[src/rtl/regfile_wr_arbiter_pkg.sv]
// -----------------------------------------------------------------------------
// regfile_wr_arbiter_pkg
// Shared constants for the RegFile write-port arbiter:
//   REG_LENGTH    default write-data width
//   REG_ADDR_LEN  default register-address width
//   STARVE_CNT_W  width of the EX starvation counter (limit range 1..15)
//   grantSrc_t    2-bit encoding of the source of a registered write
// -----------------------------------------------------------------------------
package regfile_wr_arbiter_pkg;

   localparam int REG_LENGTH   = 32;
   localparam int REG_ADDR_LEN = 5;
   localparam int STARVE_CNT_W = 4;

   typedef enum logic [1:0] {
      GRANT_NONE = 2'b00,
      GRANT_EX   = 2'b01,
      GRANT_LS   = 2'b10,
      GRANT_COLL = 2'b11
   } grantSrc_t;

endpackage

[src/rtl/regfile_wr_arb_starve_cnt.sv]
// -----------------------------------------------------------------------------
// regfile_wr_arb_starve_cnt
// Saturating counter of consecutive cycles in which EX wanted the write port
// but was refused. Once it reaches STARVE_LIMIT, the arbiter lets EX win.
// Ports:
//   clk       system clock, rising edge
//   rst       asynchronous, active-low reset (clears the count)
//   inc       EX valid but not accepted this cycle
//   clr       EX accepted or EX idle this cycle (wins over inc)
//   at_limit  count has reached STARVE_LIMIT
// -----------------------------------------------------------------------------
module regfile_wr_arb_starve_cnt #(
   parameter int STARVE_LIMIT = 4
) (
   input  logic clk,
   input  logic rst,
   input  logic inc,
   input  logic clr,
   output logic at_limit
);
   import regfile_wr_arbiter_pkg::*;

   localparam logic [STARVE_CNT_W-1:0] LIMIT = STARVE_CNT_W'(STARVE_LIMIT);

   logic [STARVE_CNT_W-1:0] count;

   // NOTE: sequential state uses non-blocking assignments so every flop
   // samples the pre-edge values, independent of block evaluation order.
   always_ff @(posedge clk or negedge rst) begin
      if (!rst) begin
         count <= '0;
      end else if (clr) begin
         count <= '0;
      end else if (inc && (count != LIMIT)) begin
         count <= count + 1'b1;
      end
   end

   assign at_limit = (count == LIMIT);

endmodule

[src/rtl/regfile_wr_arbiter.sv]
// -----------------------------------------------------------------------------
// regfile_wr_arbiter
// Shares the single RegFile write port between the EX ALU result and the LS
// load data. LS has fixed priority; EX is forced through after STARVE_LIMIT
// consecutive refused cycles. Same-address requests collide: both are
// accepted, EX data (younger instruction) is written. The chosen write is
// registered, so RegFile sees it one cycle after acceptance. Writes to r0 are
// accepted but produce we=0.
//
// Optional feature: define REGFILE_WR_ARB_STATS_EN to add the write/collision
// statistics counters and their output ports.
//
// Ports:
//   clk, rst                        clock, asynchronous active-low reset
//   ex_valid/ex_addr/ex_data        EX write request
//   ex_ready                        EX accepted this cycle (combinational)
//   ls_valid/ls_addr/ls_data        LS write request
//   ls_ready                        LS accepted this cycle (combinational)
//   we/wAddr/wData                  registered RegFile write port
//   grant_src                       registered source: 00 none, 01 EX,
//                                   10 LS, 11 collision
//   ex_wr_cnt/ls_wr_cnt/coll_cnt    (stats build only) accepted-request counts
// -----------------------------------------------------------------------------
module regfile_wr_arbiter #(
   parameter int REG_LENGTH   = regfile_wr_arbiter_pkg::REG_LENGTH,
   parameter int REG_ADDR_LEN = regfile_wr_arbiter_pkg::REG_ADDR_LEN,
   parameter int STARVE_LIMIT = 4
) (
   input  logic                    clk,
   input  logic                    rst,
   input  logic                    ex_valid,
   input  logic [REG_ADDR_LEN-1:0] ex_addr,
   input  logic [REG_LENGTH-1:0]   ex_data,
   output logic                    ex_ready,
   input  logic                    ls_valid,
   input  logic [REG_ADDR_LEN-1:0] ls_addr,
   input  logic [REG_LENGTH-1:0]   ls_data,
   output logic                    ls_ready,
   output logic                    we,
   output logic [REG_ADDR_LEN-1:0] wAddr,
   output logic [REG_LENGTH-1:0]   wData,
   output logic [1:0]              grant_src
`ifdef REGFILE_WR_ARB_STATS_EN
   ,
   output logic [15:0]             ex_wr_cnt,
   output logic [15:0]             ls_wr_cnt,
   output logic [15:0]             coll_cnt
`endif
);
   import regfile_wr_arbiter_pkg::*;

   logic                    exGo;
   logic                    lsGo;
   logic                    atLimit;
   grantSrc_t               nextSrc;
   grantSrc_t               grantSrcQ;
   logic [REG_ADDR_LEN-1:0] selAddr;
   logic [REG_LENGTH-1:0]   selData;

   // Starvation guard: count EX refusals, clear on EX acceptance or EX idle.
   regfile_wr_arb_starve_cnt #(
      .STARVE_LIMIT (STARVE_LIMIT)
   ) starveCnt (
      .clk      (clk),
      .rst      (rst),
      .inc      (ex_valid && !exGo),
      .clr      (!ex_valid || exGo),
      .at_limit (atLimit)
   );

   // Grant decision looks only at valid/addr and the starvation state, never
   // at data. Readies are held low while reset is asserted.
   // NOTE: every always_comb output gets a default first, so no path can
   // leave a signal unassigned and infer a latch.
   always_comb begin
      exGo    = 1'b0;
      lsGo    = 1'b0;
      nextSrc = GRANT_NONE;
      if (rst) begin
         if (ex_valid && ls_valid) begin
            if (ex_addr == ls_addr) begin
               exGo    = 1'b1;
               lsGo    = 1'b1;
               nextSrc = GRANT_COLL;
            end else if (atLimit) begin
               exGo    = 1'b1;
               nextSrc = GRANT_EX;
            end else begin
               lsGo    = 1'b1;
               nextSrc = GRANT_LS;
            end
         end else if (ex_valid) begin
            exGo    = 1'b1;
            nextSrc = GRANT_EX;
         end else if (ls_valid) begin
            lsGo    = 1'b1;
            nextSrc = GRANT_LS;
         end
      end
   end

   assign ex_ready = exGo;
   assign ls_ready = lsGo;

   // EX payload wins whenever EX is granted, which also covers a collision.
   assign selAddr = exGo ? ex_addr : ls_addr;
   assign selData = exGo ? ex_data : ls_data;

   // Registered write port. Address/data hold on idle cycles; only we and
   // grant_src return to their idle values.
   always_ff @(posedge clk or negedge rst) begin
      if (!rst) begin
         we        <= 1'b0;
         wAddr     <= '0;
         wData     <= '0;
         grantSrcQ <= GRANT_NONE;
      end else if (exGo || lsGo) begin
         we        <= (selAddr != '0);
         wAddr     <= selAddr;
         wData     <= selData;
         grantSrcQ <= nextSrc;
      end else begin
         we        <= 1'b0;
         grantSrcQ <= GRANT_NONE;
      end
   end

   assign grant_src = grantSrcQ;

`ifdef REGFILE_WR_ARB_STATS_EN
   // Per-source accepted-request counts (r0 included); a collision bumps all
   // three. All wrap modulo 2^16.
   always_ff @(posedge clk or negedge rst) begin
      if (!rst) begin
         ex_wr_cnt <= '0;
         ls_wr_cnt <= '0;
         coll_cnt  <= '0;
      end else begin
         if (exGo)         ex_wr_cnt <= ex_wr_cnt + 16'd1;
         if (lsGo)         ls_wr_cnt <= ls_wr_cnt + 16'd1;
         if (exGo && lsGo) coll_cnt  <= coll_cnt + 16'd1;
      end
   end
`endif

   // A requester must keep valid asserted until it is accepted.
   exHoldsValid: assert property (@(posedge clk) disable iff (!rst)
      (ex_valid && !ex_ready) |=> ex_valid);
   lsHoldsValid: assert property (@(posedge clk) disable iff (!rst)
      (ls_valid && !ls_ready) |=> ls_valid);

endmodule

[config.mk]
export PLATFORM = sky130hd
export DESIGN_NAME = regfile_wr_arbiter
export DESIGN_NICKNAME = d
export VERILOG_FILES = /design/src/rtl/regfile_wr_arbiter_pkg.sv /design/src/rtl/regfile_wr_arb_starve_cnt.sv /design/src/rtl/regfile_wr_arbiter.sv
export SDC_FILE = /design/constraint.sdc
export NUM_CORES = 1
export LEC_CHECK = 0
export CORE_ASPECT_RATIO = 1.25
export CORE_MARGIN = 2
export CORE_UTILIZATION = 35
export DETAILED_ROUTE_END_ITERATION = 8
export DONT_BUFFER_PORTS = 1
export GPL_ROUTABILITY_DRIVEN = 0
export PLACE_DENSITY = 0.49
export RECOVER_POWER = 50
export SLEW_MARGIN = 20
export SYNTH_ARGS = -nofsm -noshare
export SYNTH_HDL_FRONTEND = slang
export SYNTH_SLANG_ARGS = --single-unit
[constraint.sdc]
create_clock -name clk -period 4.5 [get_ports clk]
set_clock_uncertainty 0.05 [all_clocks]
set_input_delay 0.9 -clock clk [delete_from_list [all_inputs] [get_ports clk]]
set_output_delay 0.9 -clock clk [all_outputs]
set_load 0.05 [all_outputs]
**Yosys cells after proc, flatten, opt, wreduce, memory -nomap -nowiden**

Cells that the tools add are included.

- Register bits after elaboration: 44
- Bits of input ports: 78
- Output and inout port bits: 42
- Logic and storage cells: 41

- $add $sub $neg: 1
- Equality and inequality tests: 3
- Mux-type cells: 23
- Reductions and logical operators: 9

Operator list:

| operator | count |
|---|---|
| 32-bit 2-to-1 mux | 1 |
| 2-bit 2-to-1 mux | 7 |
| 1-bit 2-to-1 mux | 12 |
| 4-bit 2-to-1 mux | 2 |
| 5-bit equality test | 1 |
| 5-bit 2-to-1 mux | 1 |
| 5-bit nonzero test | 1 |
| 4-bit by 1-bit adder with 4-bit output (second input constant) | 1 |
| 4-bit by 3-bit equality test with 1-bit output (second input constant) | 1 |
| 4-bit by 3-bit inequality test with 1-bit output (second input constant) | 1 |
| 1-bit logical AND | 3 |
| 1-bit zero test | 2 |
| 1-bit logical OR | 2 |
| 2-bit nonzero test | 1 |

**Longest topological paths before layout**

- Depth in word-level cells: 10
- Mapped depth: 10
- Gate-level depth less buffers: 8

**Hierarchy**

From an unflattened synthesis, not the netlist that was laid out.

- Cells, all modules: 253
- Area, all modules: 2,134.5 um^2

Modules (own cells, without submodules):

| module | instances | cells an instance | area an instance (um^2) | sequential area each (um^2) |
|---|---|---|---|---|
| regfile_wr_arbiter | 1 | 229 | 1,900.6 | 1,001.0 |
| regfile_wr_arb_starve_cnt | 1 | 24 | 234.0 | 100.1 |

**Worst setup path after synthesis**

OpenSTA, ideal clock, no wires.

- Path type: input to output
- Start point: in ls_addr[4]
- End point: out ex_ready
- Arrival time: 2.043 ns
- Data required time: 3.550 ns
- Setup slack: 1.507 ns
- Stages: 5
- Buffers on the path: 1
- Cell sequence: xor2_1 -> nor3_2 -> a41oi_2 -> clkbuf_1 -> inv_1

- Cells in the longest elaborated chain, start to end: 4

RTL lines:

| element | RTL line | source |
|---|---|---|
| start: declaration | regfile_wr_arbiter.sv:36 | `input logic [REG_ADDR_LEN-1:0] ls_addr,` |
| 5-bit equality test | regfile_wr_arbiter.sv:81 | `if (ex_addr == ls_addr) begin` |
| 1-bit 2-to-1 mux | regfile_wr_arbiter.sv:81 |  |
| 1-bit 2-to-1 mux | regfile_wr_arbiter.sv:80 | `if (ex_valid && ls_valid) begin` |
| 1-bit 2-to-1 mux | regfile_wr_arbiter.sv:79 | `if (rst) begin` |
| end: declaration | regfile_wr_arbiter.sv:34 | `output logic ex_ready,` |

No other way between the ends.

**Final worst setup path**

- Start point: in ls_addr[4]
- End point: out ls_ready

- Cells in the longest elaborated chain, start to end: 4

RTL lines:

| element | RTL line | source |
|---|---|---|
| 5-bit equality test | regfile_wr_arbiter.sv:81 |  |
| 1-bit 2-to-1 mux | regfile_wr_arbiter.sv:81 |  |
| 1-bit 2-to-1 mux | regfile_wr_arbiter.sv:80 |  |
| 1-bit 2-to-1 mux | regfile_wr_arbiter.sv:79 |  |
| end: declaration | regfile_wr_arbiter.sv:38 | `output logic ls_ready,` |

No other way between the ends.

==> metrics.txt <==
largest family of logic cells by synthesized area=simple AND/OR/NAND/NOR gates; Die Height=around 91 µm; remaining global-route overflow=0; share of power burned in registers=between 60% and 70%; prevailing post-synth register cell=dfrtp_1; die area=around 0.0066 mm²; Port Buf Inserts=0; core area=~0.0058 mm²; Crit. Startpoint=ls_addr[4]; ant diodes=0; Ys Warns=0; RSZ-0062 raised after global routing=no; max-slew violations=0; Comb pwr share=between 10% and 20%; #FFs+latches synth=44; vias in the first global route=approximately 1,600; Rel. slew slack=about two fifths; setup TNS=0 ns; share of post-route cells with drive strength above 1=under 10%; CP max FO=39; multiplexer share of the synthesized area=0%; Final Cell Area=between 0.002 and 0.0025 mm²; Adder-Cell Fraction of Synth Area=under 10%; WL met2=roughly 2600 µm; Synth Area in XOR/XNOR=between 2 and 3%; Root Buffer=clkbuf_8; Final min period=around 3.2 ns; nets@finish=~320; async set-reset flop share out of synthesis=100%; CTS resizes=0; highest routed layer=met4; placed cell area=around 0.0021 mm²; most frequent cells in the layout=79 x nand2_1, 44 x dfrtp_1, 41 x nor2_1; DPL Wire Length=about 3400 µm; top post-synthesis cells by area=dfrtp_1 52%, nand2_1 14%, a31oi_1 11%; switching share of total power=a little over two fifths; Post-synth EDFFs=0; initial antenna violation count=0; crit end category=output port; CP Capture Point=ls_ready; final setup fails=0; commonest non-fill, non-tap cell in the layout=nand2_1; Synth Cell Area=about 0.0021 mm²; Clock Power Share=22.1%; P_sw=0.504 mW; Final Cycle Share=a little under three quarters; overall power=around 1.1 mW; Starting Density=a little over a third; post-synth top area share=a little over half; max-cap violations=0; TritonCTS clock tree=done; Power Dens Cells=between 500 and 600 mW/mm²; CTS Sinks=between 40 and 50; die width=approximately 73 µm; RR Startpoint=starveCnt.count[1]$_DFFE_PN0P_; vias=1,656; cell taking the most area after synthesis=dfrtp_1; Startpoint Class=primary input; Hold Path Class=in2async; syn_nets=about 330; largest net degree at the start of global routing=79; Syn Inst Count=248; clock buffer depth=2; Achievable Freq=approximately 310 MHz; syn_area_per_cell=roughly 8.5 µm²; RR Endpoint=wData[6]$_DFFE_PN0P_; Rows=31; Hold Buf Count CTS=0; Detailed Route WL=just under 5000 µm; Worst Path Arrival=roughly 2.2 ns; CP Class=in2out; routed wl met3=around 360 µm; compound-cell area share of the yosys netlist=14.3%; M1 WL=1920 µm; internal cell power=0.643 mW; measured slew at the worst slew-check pin=between 0.8 and 0.9 ns; Avg WL per Cell=approximately 16 µm; Hold Vio Cnt, Final=0; DRC violations left=0; Leakage=1.00 nW; Reg clk slew, reported paths=~0.080 ns; post-CTS setup buffers=0; clk_lat worst skew=0.29 ns; first-pass GRT wire length=around 8100 µm; CTS buffer count=5; maximum vdd drop=roughly 0.00016 V; first drt pass iteration count=4; H-tree levels=2; FILL cells=622; status=complete, no violations; cell depth of the worst flop-to-flop path=8; DR iter-0 viols=95; GRT Total Usage=about 16%; Seq/Total Area, Yosys=52.3%; synthesis-to-layout area growth=5.71%; simple-gate share of the synthesized area=23.9%; post-route ant nets=0; library cells used by synthesis=23; I/O Pins=between 100 and 150; R2R setup slack=2.15 ns; Req. time, crit path=between 3 and 4 ns; vias per cell=5.38
## power by group through the flow
stage	clock (mW)	sequential, mW	combinational, mW
CTS	0.269	0.758	0.140
detailed placement	0	0.766	0.140
finish	0.254	0.757	0.137
global placement	0	0.768	0.136
global route	0.290	0.766	0.160
floorplan	0	0.749	0.120
## metal layers
layer	vias up	global-route usage, %
met5	-	0
met4	0	6.67
met3	9	4.46
met2	65	25.2
met1	772	19.5
li1	810	-
## worst min path at each step
stage,start,to,slack (ns),cells past startpoint
6_report,rst,wData[0]$_DFFE_PN0P_,0.25,0
5_1_grt,rst,wAddr[0]$_DFFE_PN0P_,0.21,0
4_1_cts,rst,wData[0]$_DFFE_PN0P_,0.22,0
3_5_place_dp,starveCnt.count[3]$_DFFE_PN0P_,starveCnt.count[3]$_DFFE_PN0P_,0.50,2
3_3_place_gp,starveCnt.count[3]$_DFFE_PN0P_,starveCnt.count[3]$_DFFE_PN0P_,0.49,2
2_1_floorplan,starveCnt.count[3]$_DFFE_PN0P_,starveCnt.count[3]$_DFFE_PN0P_,0.46,2
## registers in the layout (all words and copies together) (netlist names)
register and cells:
starveCnt.count 4, we 1, wAddr 5, wData 32
grant_src 2
## worst max-delay path, stage by stage
cell     delay [ns]
xor2_1         0.15
nor3_2         0.36
a41oi_4        0.16
inv_2          0.66
## cells by family (layout without fill, tap and decap cells)
kind of cell,Yosys count,count (layout)
XOR/XNOR,7,7
buffers and inverters,22,16
flip-flops,44,44
AND/OR/NAND/NOR,127,127
adder cells (fa/ha/maj),2,2
AO/OA/AOI/OAI,46,46
## stage by stage
stage	util (%)	instances	hold WS [ns]	setup WS, ns
floorplan	-	248	0.462	1.51
CTS	38.2	308	0.225	1.28
global placement	36.7	300	0.493	1.32
detailed placement	36.7	300	0.499	1.28
finish	38.2	308	0.246	1.31
global route	38.2	308	0.211	1.23
## cell type report
class	instances	area (µm²)	share of cell area [%]
timing repair buffer	2	15.0	0.675
inverter	6	22.5	1.01
multi-input combinational	182	912	41.0
clock buffer	8	90.1	4.05
tap	66	82.6	3.71
sequential	44	1100	49.5
## Yosys cell counts, types with 2 or more instances
library cell	n
a21oi_1	5
a41oi_2	2
inv_1	5
ha_1	2
buf_4	4
dfrtp_1	44
a31oi_1	37
xnor2_1	2
buf_2	6
xor2_1	5
or4_1	2
nand2_1	79
clkbuf_1	5
nor2_1	41
Note: power is estimated with default switching activity, not from simulation.
